## config.mk

```make
export PLATFORM = sky130hd
export DESIGN_NAME = dds_command_decoder
export DESIGN_NICKNAME = d
export VERILOG_FILES = /design/src/rtl/dds_command_decoder.sv
export SDC_FILE = /design/constraint.sdc
export NUM_CORES = 1
export LEC_CHECK = 0
export BUFFER_PORTS_ARGS = -buffer_cell sky130_fd_sc_hd__buf_2
export CORE_MARGIN = 10
export CORE_UTILIZATION = 50
export CTS_CLUSTER_SIZE = 10
export DETAILED_ROUTE_END_ITERATION = 8
export PLACE_DENSITY_LB_ADDON = 0.12
export SKIP_LAST_GASP = 1
export SLEW_MARGIN = 40
export SYNTH_ARGS = -nofsm -noshare
export SYNTH_HDL_FRONTEND = slang
export SYNTH_SLANG_ARGS = --single-unit
```

## constraint.sdc

```tcl
create_clock -name clk -period 2.5 [get_ports clk]
set_input_delay 0.125 -clock clk [delete_from_list [all_inputs] [get_ports clk]]
set_output_delay 0.125 -clock clk [all_outputs]
set_load 0.02 [all_outputs]
```

## src/rtl/dds_command_decoder.sv

```systemverilog
// UART byte-stream command decoder driving a bank of DDS tuning words.
// Per-channel shadow loading, atomic SET, enables, readback and sticky error.
module dds_command_decoder #(
    parameter int CHANNELS = 4,
    parameter int WIDTH    = 32
) (
    input  logic                      clk,
    input  logic                      rst_n,
    input  logic                      received,
    input  logic [7:0]                rx_byte,
    input  logic                      tx_busy,
    output logic                      transmit,
    output logic [7:0]                tx_byte,
    output logic [CHANNELS-1:0]       en,
    output logic [CHANNELS*WIDTH-1:0] m,
    output logic [CHANNELS-1:0]       set,
    output logic                      error
);

    localparam int BYTES = WIDTH / 8;
    localparam int SW    = (CHANNELS > 1) ? $clog2(CHANNELS) : 1;
    localparam int LW    = (BYTES > 1) ? $clog2(BYTES) : 1;

    typedef enum logic {IDLE, DATA} state_e;

    state_e state_q, state_d;

    logic                            rx_q;
    logic [SW-1:0]                   sel_q, sel_d;
    logic [LW-1:0]                   lane_q, lane_d;
    logic [CHANNELS-1:0][WIDTH-1:0]  shadow_q, shadow_d;
    logic [CHANNELS-1:0][WIDTH-1:0]  m_q, m_d;
    logic [CHANNELS-1:0]             en_q, en_d;
    logic [CHANNELS-1:0]             set_q, set_d;
    logic                            err_q, err_d;
    logic                            txp_q, txp_d;
    logic [7:0]                      pend_q, pend_d;
    logic [7:0]                      txb_q, txb_d;
    logic                            xmit_q, xmit_d;

    logic       accept;
    logic [2:0] op;
    logic [4:0] arg;
    logic       ch_ok;
    logic       lane_ok;
    logic       bad;
    logic       good;
    logic       q_req;
    logic [7:0] q_byte;

    assign accept  = received & ~rx_q;
    assign op      = rx_byte[7:5];
    assign arg     = rx_byte[4:0];
    assign ch_ok   = {1'b0, arg} < 6'(CHANNELS);
    assign lane_ok = {1'b0, arg} < 6'(BYTES);

    always_ff @(posedge clk or negedge rst_n) begin
        if (!rst_n) state_q <= IDLE;
        else        state_q <= state_d;
    end

    always_comb begin
        state_d = state_q;
        if (accept) begin
            unique case (state_q)
                IDLE: if (op == 3'b010 && lane_ok) state_d = DATA;
                DATA: state_d = IDLE;
                default: state_d = IDLE;
            endcase
        end
    end

    always_comb begin
        sel_d    = sel_q;
        lane_d   = lane_q;
        shadow_d = shadow_q;
        m_d      = m_q;
        en_d     = en_q;
        set_d    = '0;
        err_d    = err_q;
        txp_d    = txp_q;
        pend_d   = pend_q;
        txb_d    = txb_q;
        xmit_d   = 1'b0;
        bad      = 1'b0;
        good     = 1'b0;
        q_req    = 1'b0;
        q_byte   = 8'h00;

        if (txp_q && !tx_busy) begin
            xmit_d = 1'b1;
            txb_d  = pend_q;
            txp_d  = 1'b0;
        end

        if (accept && state_q == DATA)
            shadow_d[sel_q][{lane_q, 3'b000} +: 8] = rx_byte;

        if (accept && state_q == IDLE) begin
            unique case (op)
                3'b000: bad = 1'b1;
                3'b001: begin
                    if (ch_ok) begin
                        sel_d = arg[SW-1:0];
                        good  = 1'b1;
                    end else bad = 1'b1;
                end
                3'b010: begin
                    if (lane_ok) begin
                        lane_d = arg[LW-1:0];
                        good   = 1'b1;
                    end else bad = 1'b1;
                end
                3'b011: begin
                    m_d[sel_q]   = shadow_q[sel_q];
                    set_d[sel_q] = 1'b1;
                    good         = 1'b1;
                end
                3'b100: begin
                    en_d[sel_q] = 1'b1;
                    good        = 1'b1;
                end
                3'b101: begin
                    en_d[sel_q] = 1'b0;
                    good        = 1'b1;
                end
                3'b110: begin
                    if (lane_ok && !txp_q) begin
                        q_req  = 1'b1;
                        q_byte = m_q[sel_q][{arg[LW-1:0], 3'b000} +: 8];
                        good   = 1'b1;
                    end else bad = 1'b1;
                end
                3'b111: begin
                    if (!txp_q) begin
                        q_req  = 1'b1;
                        q_byte = {err_q, 2'b00, 5'(sel_q)};
                        good   = 1'b1;
                    end else bad = 1'b1;
                end
                default: bad = 1'b1;
            endcase
        end

        if (bad)       err_d = 1'b1;
        else if (good) err_d = 1'b0;

        // A queued byte only arrives when nothing is pending, so no clash above.
        if (q_req) begin
            if (!tx_busy) begin
                xmit_d = 1'b1;
                txb_d  = q_byte;
            end else begin
                txp_d  = 1'b1;
                pend_d = q_byte;
            end
        end
    end

    always_ff @(posedge clk or negedge rst_n) begin
        if (!rst_n) begin
            rx_q     <= 1'b0;
            sel_q    <= '0;
            lane_q   <= '0;
            shadow_q <= '0;
            m_q      <= '0;
            en_q     <= '0;
            set_q    <= '0;
            err_q    <= 1'b0;
            txp_q    <= 1'b0;
            pend_q   <= 8'h00;
            txb_q    <= 8'h00;
            xmit_q   <= 1'b0;
        end else begin
            rx_q     <= received;
            sel_q    <= sel_d;
            lane_q   <= lane_d;
            shadow_q <= shadow_d;
            m_q      <= m_d;
            en_q     <= en_d;
            set_q    <= set_d;
            err_q    <= err_d;
            txp_q    <= txp_d;
            pend_q   <= pend_d;
            txb_q    <= txb_d;
            xmit_q   <= xmit_d;
        end
    end

    assign transmit = xmit_q;
    assign tx_byte  = txb_q;
    assign en       = en_q;
    assign m        = m_q;
    assign set      = set_q;
    assign error    = err_q;

endmodule

```

Word level (Yosys, flattened, before mapping)
Cells that the tools add are included.
{"block": "totals", "elab_cells": 101, "register_bits": 289, "output_inout_bits": 146}
{"block": "op_classes", "n_reduce_logical": 18, "eq_ne": 7, "mux": 44, "magnitude_cmp": 3, "bitwise_logic": 6, "addsub": 1, "n_shift": 3}
{"cell": "$bwmux W128", "count": 2}
{"cell": "$bmux W32 S2", "count": 2}
{"cell": "$demux W32 S2", "count": 2}
{"cell": "$mux W32", "count": 4}
{"cell": "$mux W8", "count": 6}
{"cell": "$shift A8 B7 Y32 const A", "count": 1}
{"cell": "$shiftx A32 B6 Y8", "count": 1}
{"cell": "$shiftx A8 B7 Y32", "count": 1}
{"cell": "$mux W1", "count": 19}
{"cell": "$pmux W8 S2", "count": 1}
{"cell": "$eq A3 B3 Y1 const B", "count": 4}
{"cell": "$mux W4", "count": 2}
{"cell": "$pmux W1 S4", "count": 2}
{"cell": "$pmux W4 S2", "count": 1}
{"cell": "$neg A5 Y7", "count": 1}
{"cell": "$eq A3 B2 Y1 const B", "count": 2}
{"cell": "$logic_and A1 B1 Y1", "count": 6}
{"cell": "$reduce_and A2 Y1", "count": 3}
{"cell": "$reduce_and A3 Y1", "count": 2}
{"cell": "$lt A5 B3 Y1 const B", "count": 1}
{"cell": "$and A4 B4 Y4", "count": 1}
{"cell": "$not A4 Y4", "count": 1}
{"cell": "$or A4 B4 Y4", "count": 1}
{"cell": "$pmux W1 S2", "count": 2}
{"cell": "11 further kinds", "count": 14}

Logic depth before layout (Yosys ltp)
Gate-level depths: netlist of the first run.
{"block": "depth", "word_depth": 8, "ltp_mapped": 8, "ltp_nobuf": 5}

Worst setup path before layout of the first run
No wires, ideal clock.
{"block": "synth_timing", "path_type": "reg-to-reg", "from": "register state_q", "to": "register m_q (netlist bit m[34])", "period_less_slack_ns": 1.773, "path_slack_ns": 0.727, "t_arrival_ns": 1.648, "stages_incl_launch_ff": 6, "setup_ns": 0.125, "required_time_ns": 2.375, "cell_sequence": "dfrtp_1 -> nor3b_2 -> nand3_2 -> nor2_4 -> buf_4 -> mux2_2"}
{"block": "synth_between", "elab_chain_len": 3}
{"element": "start, declared", "line_no": "26", "rtl": "state_e state_q, state_d;"}
{"element": "start signal, assigned", "line_no": "59", "rtl": "else state_q <= state_d;"}
{"element": "$not A1 Y1"}
{"element": "$logic_and A1 B1 Y1", "line_no": "99", "rtl": "if (accept && state_q == IDLE) begin"}
{"element": "$reduce_and A2 Y1 (no line)"}
{"element": "end signal, assigned", "line_no": "179", "rtl": "m_q <= m_d;"}
{"element": "end, declared", "line_no": "32", "rtl": "logic [CHANNELS-1:0][WIDTH-1:0] m_q, m_d;"}
No other way between the ends.
A chain may end at the register's enable or synchronous reset.

Worst setup path after layout of the first run
{"block": "layout_timing", "from": "register sel_q[1]", "to": "register txb_q[2] (netlist: tx_byte[2])"}
{"block": "layout_between", "elab_chain_len": 8}
{"element": "start, declared", "line_no": "29", "rtl": "logic [SW-1:0] sel_q, sel_d;"}
{"element": "start signal, assigned", "line_no": "176", "rtl": "sel_q <= sel_d;"}
{"element": "$bmux W32 S2", "line_no": "130", "rtl": "q_byte = m_q[sel_q][{arg[LW-1:0], 3'b000} +: 8];"}
{"element": "$mux W32 (implied by the code)", "line_no": "130"}
{"element": "$shiftx A32 B6 Y8", "line_no": "130"}
{"element": "$mux W8", "line_no": "128", "rtl": "if (lane_ok && !txp_q) begin"}
{"element": "$pmux W8 S2", "line_no": "100", "rtl": "unique case (op)"}
{"element": "$mux W8", "line_no": "99"}
{"element": "$mux W8", "line_no": "150", "rtl": "if (!tx_busy) begin"}
{"element": "$mux W8", "line_no": "149", "rtl": "if (q_req) begin"}
{"element": "net txb_d[2]", "line_no": "38", "rtl": "logic [7:0] txb_q, txb_d;"}
{"element": "end signal, assigned", "line_no": "185", "rtl": "txb_q <= txb_d;"}
{"element": "end, declared", "line_no": "38"}
The timed path passes the listed nets, and every way through them passes these cells. The select of a mux whose other input is x is not followed.

==> reports/qor.csv, run 1 <==
metric,value,unit
status,"finished, final reports clean",
p_seq_share,47.7,%
row_count,59,
synth_ff_type,dfrtp_1,
vias,8469,
post-route-util,60.1,%
clock_skew,0.0155,ns
io_pins,158,
clk_pin_slew,0.05,ns
p_per_area,653,nW/um^2
ys_warn_count,0,
endpoint_kind,flip-flop,
worst_slew_pin_slew,0.656,ns
grt_pass1_wl,57200,um
netlist_area,13300,um^2
slew_headroom,55.1,%
fin_nets,1111,
dp_hpwl,26300,um
wl_met3,2060,um
coreArea,26100,um^2
cts_setup_buffers,0,
placed_area,14700,um^2
groute.usage.overall,22.1,%
insertion_delay,0.51,ns
grt_pass1_vias,9067,
finalHoldViolCount,0,
synth.most_common_cell,dfrtp_1,
fin_crit_sh,88.4,%
synthToLayoutAreaGrowth,17.8,%
cts_root_buffer,clkbuf_16,
drt_first_pass_iters,5,
antenna_cells,0,
worst-setup-path-type,flip-flop to flip-flop,
wl_met1,16300,um
synth_top_cell_area_share,54.2,%
clock_power_share,43.5,%
dieArea,33600,um^2
synth_common_cells,"dfrtp_1 (289), mux2_2 (265), mux4_2 (39)",
setup_violations,0,
layout-drive-gt1-share,52.2,%
min_path_type,input port to flip-flop,
clock_sinks,289,
ir_worst_vdd,0.582,mV
ys_top_cells_by_area,"dfrtp_1 (54%), mux2_2 (22%), mux4_2 (6.6%)",
holdBufCountCts,3,
cap_violations,0,
start_util,51.0,%
cts-resized-gates,0,
grt_max_degree,76,
die_w,183,um
internal_power,7800,uW
wirelength,37100,um
antenna_found_initial,1,
cts_buffers,35,
worstPathMaxFanout,21,
top_layer,met5,
fin_crit,2.21,ns
wire_per_inst,25.8,um
netSwitchingFraction,24.0,%
yosysTopAreaCell,dfrtp_1,
synth_fp_nets,917,
antenna_left,0,
cp-start-kind,flip-flop,
die_h,183,um
stdcell_area,15700,um^2
cts.path.max_buffers,3,
p_leak,0.00779,uW
r2r_slack,0.29,ns
synthCells,900,
h-tree-depth,2,
dr.first_iter.drc_count,543,
ys_ff_latch,289,
portBuffers,157,
synth_cell_types,60,
place_congestion,0.875,
drv_slew,0,
cts_tree,built,
setup-tns-final,0,ns
synth_seq_area_share,54.2,%
drc_errors,0,
rsz0062_at_grt,no,
max_freq,0.452,GHz
synth_edf_count,0,
switching_power,2460,uW
wl_met2,18100,um
avgViaCountPerCell,5.89,
synth-async-reset-ratio,100,%
overflow,0,
arrival,2.60,ns
postSynthAreaPerCell,14.8,um^2
combPwrFrac,8.8,%
cp.required,2.89,ns
layout by cell type, fill, tap and decap left out, drive strengths merged, types with 7 or more instances in the layout:
master / n
a22oi: 8
a31oi: 7
and2: 34
buf: 200
clkbuf: 45
dfrtp: 289
inv: 10
mux2: 265
mux2i: 37
mux4: 44
nand2: 14
nand3: 9
nor2: 34
nor2b: 18
o21ai: 14
routing by layer:
layer | track usage, % | vias to the layer above
met5 | 0 | -
met2 | 36.1 | 222
met3 | 4.31 | 50
li1 | - | 3711
met4 | 5.38 | 2
met1 | 29.8 | 4484
cell families after synthesis:
family | Yosys count | share of synthesized area [%]
buffers and inverters | 56 | 2.68
AOI/OAI and AO/OA | 69 | 3.73
DFF | 289 | 54.2
and+or+nand+nor | 135 | 6.16
adders and majority gates | 5 | 0.469
muxes | 346 | 32.7
path summary, 6_finish.rpt:
kind | from | to | cells after the start
min in group asynchronous | rst_n | m[102]$_DFFE_PN0P_ | 2
max | sel_q[1]$_DFFE_PN0P_ | tx_byte[2]$_DFF_PN0_ | 6
min reg2reg | pend_q[6]$_DFFE_PN0P_ | pend_q[6]$_DFFE_PN0P_ | 2
max reg2reg | sel_q[1]$_DFFE_PN0P_ | tx_byte[2]$_DFF_PN0_ | 6
max in group asynchronous | rst_n | m[117]$_DFFE_PN0P_ | 3
min | rx_byte[5] | flip-flop | 2
per-stage QoR:
step / instances / setup slack, ns / total power (uW) / hold WS (ns)
after global routing: 1438 / 0.240 / 10600 / 0.0556
after floorplan: 900 / 0.727 / 5490 / -0.171
after global placement: 1389 / 0.359 / 5860 / 0.153
after detailed placement: 1389 / 0.326 / 5870 / 0.144
after CTS: 1438 / 0.313 / 10400 / 0.0223
final: 1438 / 0.289 / 10300 / 0.0294
registers in the layout, indices dropped and copies added, names as in the netlist, named ones only:
name      flops
set           4
tx_byte       8
shadow_q    128
transmit      1
rx_q          1
txp_q         1
sel_q         2
m           128
error         1
lane_q        2
pend_q        8
state_q       1
worst max-delay path: stages (launching register included):
cell	delay, ns
dfrtp_4	0.64
buf_4	0.36
mux4_1	0.42
a22oi_1	0.19
nand2_1	0.09
nor2b_1	0.14
a221o_1	0.25
area by class of cell:
type	count	area, um^2
clock buffers	45	966
well taps	335	419
fillers	2112	10400
multi-input cells	555	5750
clock inverters	1	5.00
inverters	10	37.5
repair buffers	203	1290
flip-flops and latches	289	7240
power by group through the flow:
stage	Sequential, uW	Combinational (uW)	Clock, uW
global placement	4970	892	0
finish	4890	899	4470
global route	4900	977	4730
detailed placement	4970	898	0
CTS	4890	907	4560
floorplan	5010	481	0
Power figures use the tool's default switching activity.
==> run 2: changes to the inputs <==
- PLACE_DENSITY: default -> 0.77
- PLACE_DENSITY_LB_ADDON: 0.12 -> default
==> run 2 against run 1 <==
Net effect: routed wire length shrank 3.4%; via count grew 2.5%; non-clock buffer count shrank 6; hold slack gained 0.14 ns; critical endpoint is now pend_q[3]$_DFFE_PN0P_; cell count shrank 0.49%; combinational power grew 2.8%; clock-buffer cell count shrank 4; highest routed layer unchanged.
==> reports/qor.csv, run 2 (same netlist as run 1, synthesis figures left out) <==
metric,value,unit,change
dp_hpwl,25100,um,was 26300 um
slew_headroom,50.1,%,was 55.1%
synthToLayoutAreaGrowth,16.9,%,was 17.8%
setup-tns-final,0,ns,unchanged
drc_errors,0,,unchanged
row_count,59,,unchanged
h-tree-depth,2,,unchanged
fill_cells,2044,,was 2112
netSwitchingFraction,24.3,%,was 24.0%
die_h,183,um,unchanged
path_buf_inv,1,,unchanged
cts.path.max_buffers,3,,unchanged
start_util,51.0,%,unchanged
dr.first_iter.drc_count,692,,was 543
cts_tree,built,,unchanged
rsz0062_at_grt,no,,unchanged
wirelength,35800,um,was 37100 um
p_seq_share,47.8,%,was 47.7%
status,"finished, final reports clean",,unchanged
layout_common_cells,"dfrtp_1 (287), mux2_2 (265), buf_2 (156)",,unchanged
cap_violations,0,,unchanged
crit_family,compound AO/OA/AOI/OAI gates,,was flip-flops
vias,8677,,was 8469
fin_crit_sh,93.8,%,was 88.4%
arrival,2.75,ns,was 2.60 ns
finalHoldViolCount,0,,unchanged
drv_slew,0,,unchanged
regArea,7240,um^2,about the same
worst_slew_pin_slew,0.729,ns,was 0.656 ns
crit_path_max_incr_delay,0.72,ns,was 0.64 ns
endpoint_kind,flip-flop,,unchanged
fin_nets,1105,,was 1111
slowest_stage,a2111oi_0,,was dfrtp_4
drt_first_pass_iters,6,,was 5
cts_root_buffer,clkbuf_16,,unchanged
wire_per_inst,25.0,um,was 25.8 um
layout-drive-gt1-share,52.1,%,was 52.2%
r2r_start,sel_q[0]$_DFFE_PN0P_,,was sel_q[1]$_DFFE_PN0P_
clock_power_share,43.2,%,was 43.5%
setup_violations,0,,unchanged
avgViaCountPerCell,6.06,,was 5.89
groute.usage.overall,21.1,%,was 22.1%
die_w,183,um,unchanged
min_path_type,input port to flip-flop,,unchanged
grt_pass1_wl,55500,um,was 57200 um
worst-setup-path-type,flip-flop to flip-flop,,unchanged
crit_start,sel_q[0]$_DFFE_PN0P_,,was sel_q[1]$_DFFE_PN0P_
cts_setup_buffers,0,,unchanged
portBuffers,157,,unchanged
max_freq,0.426,GHz,was 0.452 GHz
io_pins,158,,unchanged
antenna_left,0,,unchanged
place_congestion,0.860,,was 0.875
clock_sinks,289,,unchanged
internal_power,7720,uW,was 7800 uW
worstPathMaxFanout,9,,was 21
overflow,0,,unchanged
placed_area,14600,um^2,was 14700 um^2
holdWs,0.172,ns,was 0.0294 ns
fin_crit,2.35,ns,was 2.21 ns
cts_buffers,35,,unchanged
clock_skew,0.0262,ns,was 0.0155 ns
switching_power,2490,uW,was 2460 uW
post-route-util,59.7,%,was 60.1%
cp.required,2.90,ns,was 2.89 ns
clk_pin_slew,0.06,ns,was 0.05 ns
p_per_area,655,nW/um^2,was 653 nW/um^2
cp-start-kind,flip-flop,,unchanged
insertion_delay,0.52,ns,was 0.51 ns
p_leak,0.00774,uW,was 0.00779 uW
grt_pass1_vias,9216,,was 9067
grt_max_degree,78,,was 76
combPwrFrac,9.0,%,was 8.8%
crit_chain,or2b_2 > a2111oi_0 > a311oi_1 > buf_4 > nand4_1 > o21ai_1,,was buf_4 > mux4_1 > a22oi_1 > nand2_1 > nor2b_1 > a221o_1
layout_commonest_cell,dfrtp_1,,unchanged
dieArea,33600,um^2,unchanged
coreArea,26100,um^2,unchanged
multi_input_area,5750,um^2,about the same
hold_start,rx_byte[7],,was rx_byte[5]
ir_worst_vdd,0.365,mV,was 0.582 mV
antenna_found_initial,1,,unchanged
stdcell_area,15600,um^2,was 15700 um^2
[run 2: changes by cell type in the layout (fill, tap and decap cells not counted), moves of 2 or more]
cell	previous run	this run
inv_6	0	2
buf_12	11	7
buf_4	32	30
clkbuf_1	7	5
[run 2: through the flow]
step | std cells | total power [uW] | setup slack, ns
finish | 1431 | 10200 | 0.155
detailed placement | 1383 | 5870 | 0.258
global placement | 1383 | 5860 | 0.305
global route | 1430 | 10500 | 0.186
CTS | 1430 | 10300 | 0.255
floorplan | 900 | 5490 | 0.727
[run 2: path summary, 6_finish.rpt]
check | end | slack, ns | cells after the start
min reg2reg | pend_q[5]$_DFFE_PN0P_ | 0.48 | 2
max | pend_q[3]$_DFFE_PN0P_ | 0.15 | 6
min | error$_DFFE_PN0P_ | 0.17 | 3
max reg2reg | pend_q[3]$_DFFE_PN0P_ | 0.15 | 6
min in group asynchronous | pend_q[4]$_DFFE_PN0P_ | 0.21 | 2
max in group asynchronous | m[61]$_DFFE_PN0P_ | 1.45 | 3
[run 2: layout make-up]
cell class,instances,area share [%]
Inverter,10,0.241
Clock inverter,3,0.217
Clock buffer,41,5.90
Timing Repair Buffer,197,7.64
Sequential cell,289,46.4
Antenna cell,1,0.0160
Tap cell,335,2.69
Multi-Input combinational cell,555,36.9
[run 2: power groups by stage]
stage,Combinational [uW],Sequential (uW),Clock (uW)
5_1_grt,993,4890,4660
3_3_place_gp,906,4950,0
2_1_floorplan,481,5010,0
6_report,924,4880,4410
4_1_cts,927,4880,4470
3_5_place_dp,918,4960,0
[run 2: what timing repair did]
item	CTS	global route
hold buffers	3	0
endpoints found under the hold margin	74	0
setup endpoints to repair	0	0
gates resized for setup	0	0
[run 2: worst min-delay path, stage by stage]
cell,delay [ns]
buf_2,0.25
a311oi_1,0.13
o21ai_0,0.14
[run 2: metal layers]
metal | global-route usage, % | vias up | wire (um)
met3 | 4.35 | 87 | 2540
li1 | - | 3705 | -
met5 | 0 | - | 11
met1 | 27.3 | 4545 | 14700
met2 | 34.5 | 338 | 17400
met4 | 7.38 | 2 | 1060
==> run 3: changes to the inputs <==
==> constraint.sdc (replaced) <==
create_clock -name clk -period 2.5 [get_ports clk]
set_input_delay 0.375 -clock clk [delete_from_list [all_inputs] [get_ports clk]]
set_output_delay 0.375 -clock clk [all_outputs]
set_load 0.02 [all_outputs]
==> run 3 against run 2 <==
Net effect: worst setup slack improved by 0.084 ns; power decreased by 1.6%; maximum frequency increased by 3.7%; design area decreased by 0.47%; cell count decreased by 0.77%; hold slack got worse by 0.14 ns; die area unchanged; via count increased by 0.16%; clock skew decreased by 0.016 ns; first-iteration DRC count increased by 9.1%; sequential share of layout area increased by 0.22 points; clock-buffer cell count decreased by 4; critical path type unchanged; critical endpoint is now tx_byte[7]$_DFF_PN0_; highest routed layer unchanged.
==> reports/qor.csv, run 3 (same netlist as run 1, synthesis figures left out) <==
metric,value,unit,change
cp.required,2.88,ns,was 2.90 ns
die_w,183,um,unchanged
path_buf_inv,1,,unchanged
groute.usage.overall,21.6,%,was 21.1%
status,"finished, final reports clean",,unchanged
rr_worst_depth,5,,was 6
crit_chain,buf_12 > mux4_1 > a32o_1 > a221oi_2 > a21oi_1,,was or2b_2 > a2111oi_0 > a311oi_1 > buf_4 > nand4_1 > o21ai_1
start_util,51.0,%,unchanged
min_path_type,input port to flip-flop,,unchanged
portBuffers,157,,unchanged
layout_commonest_cell,dfrtp_1,,unchanged
cts_buffers,34,,was 35
stdcell_area,15500,um^2,was 15600 um^2
cts_setup_buffers,0,,unchanged
cts_root_buffer,clkbuf_16,,unchanged
io_pins,158,,unchanged
finalHoldViolCount,0,,unchanged
drc_errors,0,,unchanged
cp.depth,5,,was 6
drv_slew,0,,unchanged
vias,8691,,was 8677
crit_family,compound AO/OA/AOI/OAI gates,,unchanged
drt_first_pass_iters,5,,was 6
row_count,59,,unchanged
worstPathMaxFanout,29,,was 9
arrival,2.64,ns,was 2.75 ns
antenna_found_initial,2,,was 1
die_h,183,um,unchanged
fin_crit_sh,90.5,%,was 93.8%
dieArea,33600,um^2,unchanged
slew_headroom,44.4,%,was 50.1%
slowest_stage,mux4_1,,was a2111oi_0
cap_violations,0,,unchanged
p_leak,0.00769,uW,was 0.00774 uW
placed_area,14600,um^2,about the same
worst_slew_pin_slew,0.813,ns,was 0.729 ns
coreArea,26100,um^2,unchanged
avgViaCountPerCell,6.12,,was 6.06
cp-start-kind,flip-flop,,unchanged
grt_pass1_wl,56500,um,was 55500 um
r2r_start,sel_q[1]$_DFFE_PN0P_,,was sel_q[0]$_DFFE_PN0P_
ir_worst_vdd,0.412,mV,was 0.365 mV
clock_sinks,289,,unchanged
insertion_delay,0.50,ns,was 0.52 ns
cts.path.max_buffers,3,,unchanged
layout-drive-gt1-share,52.0,%,was 52.1%
p_per_area,647,nW/um^2,was 655 nW/um^2
endpoint_kind,flip-flop,,unchanged
max_freq,0.442,GHz,was 0.426 GHz
wirelength,36400,um,was 35800 um
antenna_left,0,,unchanged
cts_tree,built,,unchanged
synthToLayoutAreaGrowth,16.4,%,was 16.9%
wire_per_inst,25.6,um,was 25.0 um
layout_common_cells,"dfrtp_1 (287), mux2_2 (265), buf_2 (156)",,unchanged
setup_violations,0,,unchanged
setup-tns-final,0,ns,unchanged
h-tree-depth,2,,unchanged
grt_pass1_vias,9259,,was 9216
grt_max_degree,74,,was 78
dp_slack,0.266,ns,was 0.258 ns
crit_path_max_incr_delay,0.62,ns,was 0.72 ns
overflow,0,,unchanged
clock_skew,0.0101,ns,was 0.0262 ns
fin_crit,2.26,ns,was 2.35 ns
clk_pin_slew,0.06,ns,about the same
dp_hpwl,25300,um,was 25100 um
finalWorstSetupSlack,0.239,ns,was 0.155 ns
crit_start,sel_q[1]$_DFFE_PN0P_,,was sel_q[0]$_DFFE_PN0P_
place_congestion,0.900,,was 0.860
rsz0062_at_grt,no,,unchanged
r2r_end,tx_byte[7]$_DFF_PN0_,,was pend_q[3]$_DFFE_PN0P_
dr.first_iter.drc_count,755,,was 692
fin_nets,1098,,was 1105
r2r_slack,0.24,ns,was 0.15 ns
worst-setup-path-type,flip-flop to flip-flop,,unchanged
critPathCapture,tx_byte[7]$_DFF_PN0_,,was pend_q[3]$_DFFE_PN0P_
## run 3: cell count changes in the layout (fill, tap and decap cells not counted), sizes merged
cell         previous run  this run
clkbuf                 41        37
inv                    12        11
diode                   1         2
dlygate4sd3             3         1
clkinv                  1         0
buf                   194       190
## run 3: how the worst min path moves through the flow
stage | startpoint | endpoint | slack (ns) | cells past startpoint
after floorplan | rst_n | async pin | 0.08 | 0
after global placement | rst_n | m[32]$_DFFE_PN0P_ | 0.39 | 1
after detailed placement | rst_n | m[32]$_DFFE_PN0P_ | 0.39 | 1
after CTS | received | rx_q$_DFF_PN0_ | 0.03 | 1
after global routing | received | rx_q$_DFF_PN0_ | 0.03 | 1
final | received | rx_q$_DFF_PN0_ | 0.04 | 1
## run 3: repair_timing
action                                 CTS  global route
endpoints found under the hold margin   68             0
gates resized for setup                  0             0
hold buffers                             1             0
## run 3: layer usage
layer	up-vias	wire length [um]	global-route usage, %
li1	3709	-	-
met1	4548	14500	27.1
met2	347	17500	34.5
met3	85	3000	6.48
met4	2	1400	8.56
met5	-	12	0
## run 3: final cells by class
cell class | instances | area, um^2
Clock buffer | 37 | 883
Inverter | 10 | 37.5
Sequential cell | 289 | 7240
Clock inverter | 1 | 8.76
Multi-Input combinational cell | 555 | 5750
Tap cell | 335 | 419
Fill cell | 2020 | 10600
Antenna cell | 2 | 5.00
Timing Repair Buffer | 191 | 1180
## run 3: per-stage QoR
step	hold WS [ns]	util, %	instances	total power (uW)
finish	0.0357	59.4	1420	10000
detailed placement	0.394	55.9	1379	5880
CTS	0.0276	59.4	1418	10100
global route	0.0260	59.4	1418	10400
floorplan	0.0794	-	900	5490
global placement	0.392	55.9	1379	5860
## run 3: where the power goes
group          total [uW]  internal, uW  switching, uW
logic                 927           350            577
registers            4880          4790           87.0
clock network        4240          2470           1760
total               10000          7620           2430
